## config.mk

```make
export PLATFORM = sky130hd
export DESIGN_NAME = axi_sram_write_slave_flat
export DESIGN_NICKNAME = d
export VERILOG_FILES = /design/src/rtl/axi_sram_write_slave_pkg.sv /design/src/rtl/axi_sram_write_slave_if.sv /design/src/rtl/axi_sram_write_slave.sv /design/src/flat_wrapper.sv
export SDC_FILE = /design/constraint.sdc
export NUM_CORES = 1
export LEC_CHECK = 0
export ABC_AREA = 1
export BUFFER_PORTS_ARGS = -buffer_cell sky130_fd_sc_hd__buf_2
export CORE_ASPECT_RATIO = 2
export CORE_MARGIN = 1
export CORE_UTILIZATION = 38
export DETAILED_ROUTE_END_ITERATION = 7
export PLACE_DENSITY_LB_ADDON = 0.1
export SYNTH_ARGS = -nofsm -noshare
export SYNTH_HDL_FRONTEND = slang
export SYNTH_SLANG_ARGS = --single-unit
```

## constraint.sdc

```tcl
create_clock -name ACLK -period 1.5 [get_ports ACLK]
set_input_delay 0.3 -clock ACLK [delete_from_list [all_inputs] [get_ports ACLK]]
set_output_delay 0.3 -clock ACLK [all_outputs]
set_load 0.05 [all_outputs]
```

## src/rtl/axi_sram_write_slave_pkg.sv

```systemverilog
`default_nettype none
// ============================================================================
//  Module   : axi_sram_write_slave_pkg
//  Purpose  : Shared AXI field widths, encodings and FSM state type for the
//             SRAM-backed AXI write slave.
//  Ports    : none (package)
//  Revision : 1.0 - initial release
// ============================================================================
package axi_sram_write_slave_pkg;

   localparam int ID_W    = 8;
   localparam int ADDR_W  = 32;
   localparam int LEN_W   = 4;
   localparam int SIZE_W  = 3;
   localparam int BURST_W = 2;
   localparam int RESP_W  = 2;
   localparam int DATA_W  = 32;
   localparam int STRB_W  = DATA_W / 8;

   localparam logic [BURST_W-1:0] BURST_FIXED = 2'b00;
   localparam logic [BURST_W-1:0] BURST_INCR  = 2'b01;

   localparam logic [RESP_W-1:0]  RESP_OKAY   = 2'b00;
   localparam logic [RESP_W-1:0]  RESP_SLVERR = 2'b10;

   localparam logic [SIZE_W-1:0]  SIZE_WORD   = 3'b010;

   typedef enum logic [1:0] {
      IDLE  = 2'd0,
      WRITE = 2'd1,
      RESP  = 2'd2
   } state_t;

   // Only full-word beats and FIXED/INCR bursts are supported; anything else
   // is still consumed but answered with SLVERR and never written.
   function automatic logic aw_illegal(input logic [SIZE_W-1:0]  size,
                                       input logic [BURST_W-1:0] burst);
      return (size != SIZE_WORD) || burst[1];
   endfunction

endpackage : axi_sram_write_slave_pkg
`default_nettype wire

```

## src/rtl/axi_sram_write_slave_if.sv

```systemverilog
`default_nettype none
// ============================================================================
//  Module   : axi_sram_write_slave_if
//  Purpose  : AXI write channels (AW/W/B) plus the single-port SRAM write
//             port of one SRAM-backed slave.
//  Modports : slave  - the write responder (drives READYs, B, SRAM pins)
//             master - the interconnect side / testbench
//  Revision : 1.0 - initial release
// ============================================================================
interface axi_sram_write_slave_if
   import axi_sram_write_slave_pkg::*;
#(
   parameter int SRAM_ADDR_BITS = 14
);

   // AW channel
   logic [ID_W-1:0]           AWID;
   logic [ADDR_W-1:0]         AWADDR;
   logic [LEN_W-1:0]          AWLEN;
   logic [SIZE_W-1:0]         AWSIZE;
   logic [BURST_W-1:0]        AWBURST;
   logic                      AWVALID;
   logic                      AWREADY;
   // W channel
   logic [DATA_W-1:0]         WDATA;
   logic [STRB_W-1:0]         WSTRB;
   logic                      WLAST;
   logic                      WVALID;
   logic                      WREADY;
   // B channel
   logic [ID_W-1:0]           BID;
   logic [RESP_W-1:0]         BRESP;
   logic                      BVALID;
   logic                      BREADY;
   // SRAM write port
   logic                      CEB;
   logic [STRB_W-1:0]         WEB;
   logic [SRAM_ADDR_BITS-1:0] A;
   logic [DATA_W-1:0]         DI;

   modport slave (
      input  AWID, AWADDR, AWLEN, AWSIZE, AWBURST, AWVALID,
      output AWREADY,
      input  WDATA, WSTRB, WLAST, WVALID,
      output WREADY,
      output BID, BRESP, BVALID,
      input  BREADY,
      output CEB, WEB, A, DI
   );

   modport master (
      output AWID, AWADDR, AWLEN, AWSIZE, AWBURST, AWVALID,
      input  AWREADY,
      output WDATA, WSTRB, WLAST, WVALID,
      input  WREADY,
      input  BID, BRESP, BVALID,
      output BREADY,
      input  CEB, WEB, A, DI
   );

endinterface : axi_sram_write_slave_if
`default_nettype wire

```

## src/rtl/axi_sram_write_slave.sv

```systemverilog
`default_nettype none
// ============================================================================
//  Module   : axi_sram_write_slave
//  Purpose  : AXI write responder for one single-port SRAM macro. Accepts one
//             AW request, sinks its W burst as byte-masked SRAM writes and
//             returns one B response. One transaction in flight.
//  Ports    : ACLK    - clock
//             ARESETn - synchronous active-low reset
//             bus     - AXI AW/W/B channels and SRAM write port (slave side)
//  Revision : 1.0 - initial release
// ============================================================================
module axi_sram_write_slave
   import axi_sram_write_slave_pkg::*;
#(
   parameter int SRAM_ADDR_BITS = 14,
   parameter int ADDR_LSB       = 2
) (
   input  wire logic              ACLK,
   input  wire logic              ARESETn,
   axi_sram_write_slave_if.slave  bus
);

   state_t                    r_state,   w_state_nxt;
   logic                      r_awready, w_awready_nxt;
   logic                      r_wready,  w_wready_nxt;
   logic                      r_bvalid,  w_bvalid_nxt;
   logic [ID_W-1:0]           r_bid,     w_bid_nxt;
   logic [RESP_W-1:0]         r_bresp,   w_bresp_nxt;
   logic [SRAM_ADDR_BITS-1:0] r_addr,    w_addr_nxt;
   logic [LEN_W-1:0]          r_len,     w_len_nxt;
   logic [BURST_W-1:0]        r_burst,   w_burst_nxt;
   logic [LEN_W-1:0]          r_beat,    w_beat_nxt;
   logic                      r_err,     w_err_nxt;

   logic                      w_wr;
   logic                      w_unused;

   // A beat is accepted exactly when the W handshake completes.
   assign w_wr = bus.WVALID & r_wready;

   // Address bits outside the SRAM word window carry no information here.
   assign w_unused = &{1'b0, bus.AWADDR[ADDR_W-1:ADDR_LSB+SRAM_ADDR_BITS],
                       bus.AWADDR[ADDR_LSB-1:0]};

   // ------------------------------------------------------------------
   // Next-state and next-register logic
   // ------------------------------------------------------------------
   always_comb begin
      w_state_nxt   = r_state;
      w_awready_nxt = r_awready;
      w_wready_nxt  = r_wready;
      w_bvalid_nxt  = r_bvalid;
      w_bid_nxt     = r_bid;
      w_bresp_nxt   = r_bresp;
      w_addr_nxt    = r_addr;
      w_len_nxt     = r_len;
      w_burst_nxt   = r_burst;
      w_beat_nxt    = r_beat;
      w_err_nxt     = r_err;

      unique case (r_state)
         IDLE: begin
            // Raising AWREADY here gives a ready address channel one cycle
            // after reset release without a separate reset-exit state.
            w_awready_nxt = 1'b1;
            if (bus.AWVALID && r_awready) begin
               w_bid_nxt     = bus.AWID;
               w_addr_nxt    = bus.AWADDR[ADDR_LSB +: SRAM_ADDR_BITS];
               w_len_nxt     = bus.AWLEN;
               w_burst_nxt   = bus.AWBURST;
               w_beat_nxt    = '0;
               w_err_nxt     = aw_illegal(bus.AWSIZE, bus.AWBURST);
               w_awready_nxt = 1'b0;
               w_wready_nxt  = 1'b1;
               w_state_nxt   = WRITE;
            end
         end

         WRITE: begin
            if (w_wr) begin
               if (r_beat != r_len) begin
                  w_beat_nxt = r_beat + 1'b1;
                  // Word address wraps naturally at the SRAM boundary.
                  if (r_burst == BURST_INCR) begin
                     w_addr_nxt = r_addr + 1'b1;
                  end
                  // The burst length comes from AWLEN only; a premature
                  // WLAST is flagged but the remaining beats are still sunk.
                  if (bus.WLAST) begin
                     w_err_nxt = 1'b1;
                  end
               end else begin
                  w_wready_nxt = 1'b0;
                  w_bvalid_nxt = 1'b1;
                  w_bresp_nxt  = (r_err || !bus.WLAST) ? RESP_SLVERR : RESP_OKAY;
                  w_state_nxt  = RESP;
               end
            end
         end

         RESP: begin
            if (r_bvalid && bus.BREADY) begin
               w_bvalid_nxt  = 1'b0;
               w_awready_nxt = 1'b1;
               w_state_nxt   = IDLE;
            end
         end

         default: begin
            w_state_nxt = IDLE;
         end
      endcase
   end

   // ------------------------------------------------------------------
   // State and datapath registers
   // ------------------------------------------------------------------
   always_ff @(posedge ACLK) begin
      if (!ARESETn) begin
         r_state   <= IDLE;
         r_awready <= 1'b0;
         r_wready  <= 1'b0;
         r_bvalid  <= 1'b0;
         r_bid     <= '0;
         r_bresp   <= RESP_OKAY;
         r_addr    <= '0;
         r_len     <= '0;
         r_burst   <= '0;
         r_beat    <= '0;
         r_err     <= 1'b0;
      end else begin
         r_state   <= w_state_nxt;
         r_awready <= w_awready_nxt;
         r_wready  <= w_wready_nxt;
         r_bvalid  <= w_bvalid_nxt;
         r_bid     <= w_bid_nxt;
         r_bresp   <= w_bresp_nxt;
         r_addr    <= w_addr_nxt;
         r_len     <= w_len_nxt;
         r_burst   <= w_burst_nxt;
         r_beat    <= w_beat_nxt;
         r_err     <= w_err_nxt;
      end
   end

   // ------------------------------------------------------------------
   // Outputs
   // ------------------------------------------------------------------
   assign bus.AWREADY = r_awready;
   assign bus.WREADY  = r_wready;
   assign bus.BVALID  = r_bvalid;
   assign bus.BID     = r_bid;
   assign bus.BRESP   = r_bresp;

   // SRAM port follows the W handshake combinationally. Erroneous bursts
   // still select the macro but keep every byte lane masked.
   assign bus.CEB = ~w_wr;
   assign bus.WEB = (w_wr && !r_err) ? ~bus.WSTRB : {STRB_W{1'b1}};
   assign bus.A   = r_addr;
   assign bus.DI  = w_wr ? bus.WDATA : '0;

endmodule : axi_sram_write_slave
`default_nettype wire

```

## src/flat_wrapper.sv

```systemverilog
// flat-port wrapper written by rule: the top's interface ports become plain ports
module axi_sram_write_slave_flat import axi_sram_write_slave_pkg::*;
#(
   parameter int SRAM_ADDR_BITS = 14,
   parameter int ADDR_LSB       = 2
)
  (ACLK, ARESETn, bus_AWID, bus_AWADDR, bus_AWLEN, bus_AWSIZE, bus_AWBURST, bus_AWVALID, bus_AWREADY, bus_WDATA, bus_WSTRB, bus_WLAST, bus_WVALID, bus_WREADY, bus_BID, bus_BRESP, bus_BVALID, bus_BREADY, bus_CEB, bus_WEB, bus_A, bus_DI);
  axi_sram_write_slave_if #(.SRAM_ADDR_BITS(SRAM_ADDR_BITS)) bus_i ();
  input  wire logic ACLK;
  input  wire logic ARESETn;
  input wire logic [$bits(bus_i.AWID)-1:0] bus_AWID;
  input wire logic [$bits(bus_i.AWADDR)-1:0] bus_AWADDR;
  input wire logic [$bits(bus_i.AWLEN)-1:0] bus_AWLEN;
  input wire logic [$bits(bus_i.AWSIZE)-1:0] bus_AWSIZE;
  input wire logic [$bits(bus_i.AWBURST)-1:0] bus_AWBURST;
  input wire logic [$bits(bus_i.AWVALID)-1:0] bus_AWVALID;
  output wire logic [$bits(bus_i.AWREADY)-1:0] bus_AWREADY;
  input wire logic [$bits(bus_i.WDATA)-1:0] bus_WDATA;
  input wire logic [$bits(bus_i.WSTRB)-1:0] bus_WSTRB;
  input wire logic [$bits(bus_i.WLAST)-1:0] bus_WLAST;
  input wire logic [$bits(bus_i.WVALID)-1:0] bus_WVALID;
  output wire logic [$bits(bus_i.WREADY)-1:0] bus_WREADY;
  output wire logic [$bits(bus_i.BID)-1:0] bus_BID;
  output wire logic [$bits(bus_i.BRESP)-1:0] bus_BRESP;
  output wire logic [$bits(bus_i.BVALID)-1:0] bus_BVALID;
  input wire logic [$bits(bus_i.BREADY)-1:0] bus_BREADY;
  output wire logic [$bits(bus_i.CEB)-1:0] bus_CEB;
  output wire logic [$bits(bus_i.WEB)-1:0] bus_WEB;
  output wire logic [$bits(bus_i.A)-1:0] bus_A;
  output wire logic [$bits(bus_i.DI)-1:0] bus_DI;
  assign bus_i.AWID = bus_AWID;
  assign bus_i.AWADDR = bus_AWADDR;
  assign bus_i.AWLEN = bus_AWLEN;
  assign bus_i.AWSIZE = bus_AWSIZE;
  assign bus_i.AWBURST = bus_AWBURST;
  assign bus_i.AWVALID = bus_AWVALID;
  assign bus_AWREADY = bus_i.AWREADY;
  assign bus_i.WDATA = bus_WDATA;
  assign bus_i.WSTRB = bus_WSTRB;
  assign bus_i.WLAST = bus_WLAST;
  assign bus_i.WVALID = bus_WVALID;
  assign bus_WREADY = bus_i.WREADY;
  assign bus_BID = bus_i.BID;
  assign bus_BRESP = bus_i.BRESP;
  assign bus_BVALID = bus_i.BVALID;
  assign bus_i.BREADY = bus_BREADY;
  assign bus_CEB = bus_i.CEB;
  assign bus_WEB = bus_i.WEB;
  assign bus_A = bus_i.A;
  assign bus_DI = bus_i.DI;
  axi_sram_write_slave #(.SRAM_ADDR_BITS(SRAM_ADDR_BITS), .ADDR_LSB(ADDR_LSB)) u_core (.ACLK(ACLK), .ARESETn(ARESETn), .bus(bus_i));
endmodule
```

==> results.tsv <==
metric	value	unit
die width	58.0	µm
CP delay by family, top	simple AND/OR/NAND/NOR gates	
internal power	2.14	mW
crit path DAT	1.72	ns
clock slew at reported path FFs	0.06	ns
synthesized cell area	2380	µm²
starting DRC count in detailed routing	60	
Max Root-Sink Buffers	2	
Synth Register Bits	39	
num ports	155	
post-synth cell types	32	
Synth Warn #	0	
# Max-Cap Violations	0	
GPL Wtd Cong	0.840	
Fin. Hold Viols	0	
ys flop type	dfxtp_1	
DPL Wire Length	5750	µm
CTS tree	done	
H-tree depth	2	
maximum clock rate	0.663	GHz
RSZ-0062 raised after global routing	yes	
Synth Instances	398	
Synth top area share	32.7	%
initial antenna violation count	0	
outcome	finished with violations	
final instance area	4050	µm²
Worst Path Required	1.71	ns
HP Class	in -> reg	
crit path time final	1.51	ns
hold slack	0.239	ns
drt total wl	7550	µm
dpl cells	602	
share of cells above drive strength 1	45.8	%
Num CTS Buffers	5	
Rows	40	
GRT overflow	0	
Syn Nets	491	
worst-case vdd ir drop	0.714	mV
Yosys top cell by area	dfxtp_1	
Max FO, Critical Path	12	
first-pass GRT wire length	11700	µm
IO buf count	135	
WS Path Type	reg -> reg	
core area	6010	µm²
Syn Area/Cell	5.99	µm²
Clk pwr share	30.9	%
failing checks	design-rule violations, negative setup slack	
Leak	1.99	nW
Area Growth Syn to Fin	69.8	%
WP buf/inv	2	
DR vias	2992	
largest net degree at the start of global routing	16	
Worst Clk Skew	0.00955	ns
hold buffer count at CTS	0	
Synth area leaders	dfxtp_1, nor2_1, nand2_1	
sequential share of power	35.5	%
Worst Tran Pin Value	0.519	ns
crit end category	flop	
Post-DRT Antenna Nets	0	
clock sink count	39	
final setup vio count	2	
Placed Area	3550	µm²
gr usage total	22.5	%
number of synthesized flops with an enable pin	0	
period utilization	101	%
Residual DRC	13	
final cell count without fillers	617	
Net Switching	1.21	mW
Starting Density	39.7	%
ant diodes	0	
fraction of registers with async set/reset	0	%
most frequent CP cell	nor2_2	
sequential-to-total area share from yosys stat	32.7	%
Comb pwr share	33.6	%
Final #Nets	646	
DRT Pass-1 Iters	8	
root buffer cell	clkbuf_16	
CP Cell Sequence	nand2_8 > buf_6 > nor2_2 > nor2_2 > nor2_4 > nand2_4 > buf_12 > o21bai_1 > nand2_1 > nor2_1	
Slew Viols, Final	0	
startpoint class of the critical path	flop	
Vias/cell	4.85	
vias in the first global route	2789	
routed len/inst	12.2	µm
Die Footprint	6620	µm²
chip height	114	µm
Worst-Skew Late Latency	0.28	ns
Critical-path top delay cell	dfxtp_4	
Final Util	67.4	%
CP max stage delay	0.38	ns
Slew headroom	65.3	%
pwr/cell area	828	nW/µm²
min setup slack post-route	-0.00930	ns
switching share of power	36.2	%
-- flip-flops by register name, indices dropped and copies added, names as in the netlist --
register,cells
u_core.bus.A,14
u_core.bus.AWREADY,1
u_core.bus.BID,8
u_core.bus.BRESP,1
u_core.bus.BVALID,1
u_core.bus.WREADY,1
u_core.r_beat,4
u_core.r_burst,2
u_core.r_err,1
u_core.r_len,4
u_core.r_state,2
-- final timing paths --
check | startpoint | endpoint | slack, ns | depth (start not counted)
setup / recovery | u_core.bus.WREADY | u_core.bus.A[10] | -0.009 | 10
hold / removal | bus_AWBURST[0] | u_core.r_burst[0] | 0.24 | 3
setup reg to reg | u_core.bus.WREADY | u_core.bus.A[10] | -0.009 | 10
hold reg to reg | u_core.r_burst[1] | u_core.r_burst[1] | 0.45 | 2
-- layer usage --
metal	up-vias	global-route usage, %	wire (µm)
li1	1526	-	-
met1	1338	19.0	2400
met2	110	45.9	4480
met3	18	3.06	416
met4	0	13.2	255
met5	-	0	0
-- Yosys cell counts (2+ instances only) --
| library cell | n |
|---|---|
| a21oi_1 | 24 |
| or2_2 | 3 |
| nor2_1 | 99 |
| nand4_1 | 5 |
| nand2_1 | 75 |
| buf_1 | 4 |
| nand3b_1 | 2 |
| o21ai_2 | 3 |
| nor2_2 | 4 |
| ha_1 | 2 |
| a31oi_1 | 2 |
| clkbuf_1 | 6 |
| inv_2 | 4 |
| dfxtp_1 | 39 |
| inv_1 | 59 |
| nor2_4 | 2 |
| o21ai_0 | 28 |
| buf_4 | 3 |
| buf_2 | 2 |
| nand3_1 | 18 |
| nand2_2 | 3 |
-- area by class of cell --
type / count / area, µm²
Fill cell: 536 / 1960
Multi-Input combinational cell: 279 / 1580
Timing Repair Buffer: 164 / 1190
Sequential cell: 39 / 808
Inverter: 64 / 253
Clock buffer: 7 / 133
Tap cell: 63 / 78.8
Clock inverter: 1 / 7.51
-- worst register-to-register path, cell delays in order, from the launching register on --
cell and delay (ns):
dfxtp_4 0.38, nand2_8 0.10, buf_6 0.14, nor2_2 0.11
nor2_2 0.06, nor2_4 0.13, nand2_4 0.09, buf_12 0.15
o21bai_1 0.12, nand2_1 0.07, nor2_1 0.09
-- metrics by stage --
step	power (mW)	setup TNS, ns	setup slack (ns)
after floorplan	1.94	0	0.000180
final	3.35	-0.0111	-0.00930
after CTS	3.31	-0.00608	-0.00460
after global routing	3.51	-0.855	-0.0956
after global placement	2.23	0	0.0804
after detailed placement	2.24	0	0.0483
-- cell families after synthesis --
logic type,synth area share (%)
buf+inv,13.6
fa+ha+maj,1.05
simple gates,38.1
other cells,0.157
flops,32.7
xor+xnor,0.735
compound gates,13.6
-- power by group through the flow --
stage	Sequential [mW]	Clock, mW	Combinational, mW
3_5_place_dp	1.21	0	1.03
2_1_floorplan	1.39	0	0.543
5_1_grt	1.20	1.09	1.22
3_3_place_gp	1.21	0	1.02
6_report	1.19	1.03	1.13
4_1_cts	1.19	1.04	1.08
-- layout by cell type (no fill, tap or decap) --
cell / instances
o22a_1: 1
o21ai_1: 2
buf_6: 32
clkbuf_1: 2
nor2_1: 62
xnor2_1: 1
buf_16: 1
inv_1: 59
or2_2: 3
o21ai_0: 25
inv_2: 4
nor2_2: 7
ha_1: 2
nor2_4: 36
o21bai_1: 1
buf_4: 27
buf_8: 2
nand2_4: 1
nand2_2: 7
clkbuf_16: 5
buf_2: 98
xor2_1: 1
nand3b_1: 2
nand3_4: 1
dfxtp_1: 23
a31oi_1: 2
clkinv_8: 1
a21oi_2: 2
dfxtp_4: 3
dfxtp_2: 13
nand4_1: 5
clkinvlp_4: 1
conb_1: 1
a21oi_1: 23
nand2_1: 70
buf_12: 4
o21ai_2: 4
nand2_8: 1
nand3_1: 18
and2_4: 1
-- timing repair --
action                     in CTS  in global routing
buffers inserted                2                  4
pin swaps                       1                  4
gates cloned                    1                  0
gates resized for setup        56                 42
setup endpoints to repair      37                 41
Power figures use the tool's default switching activity.
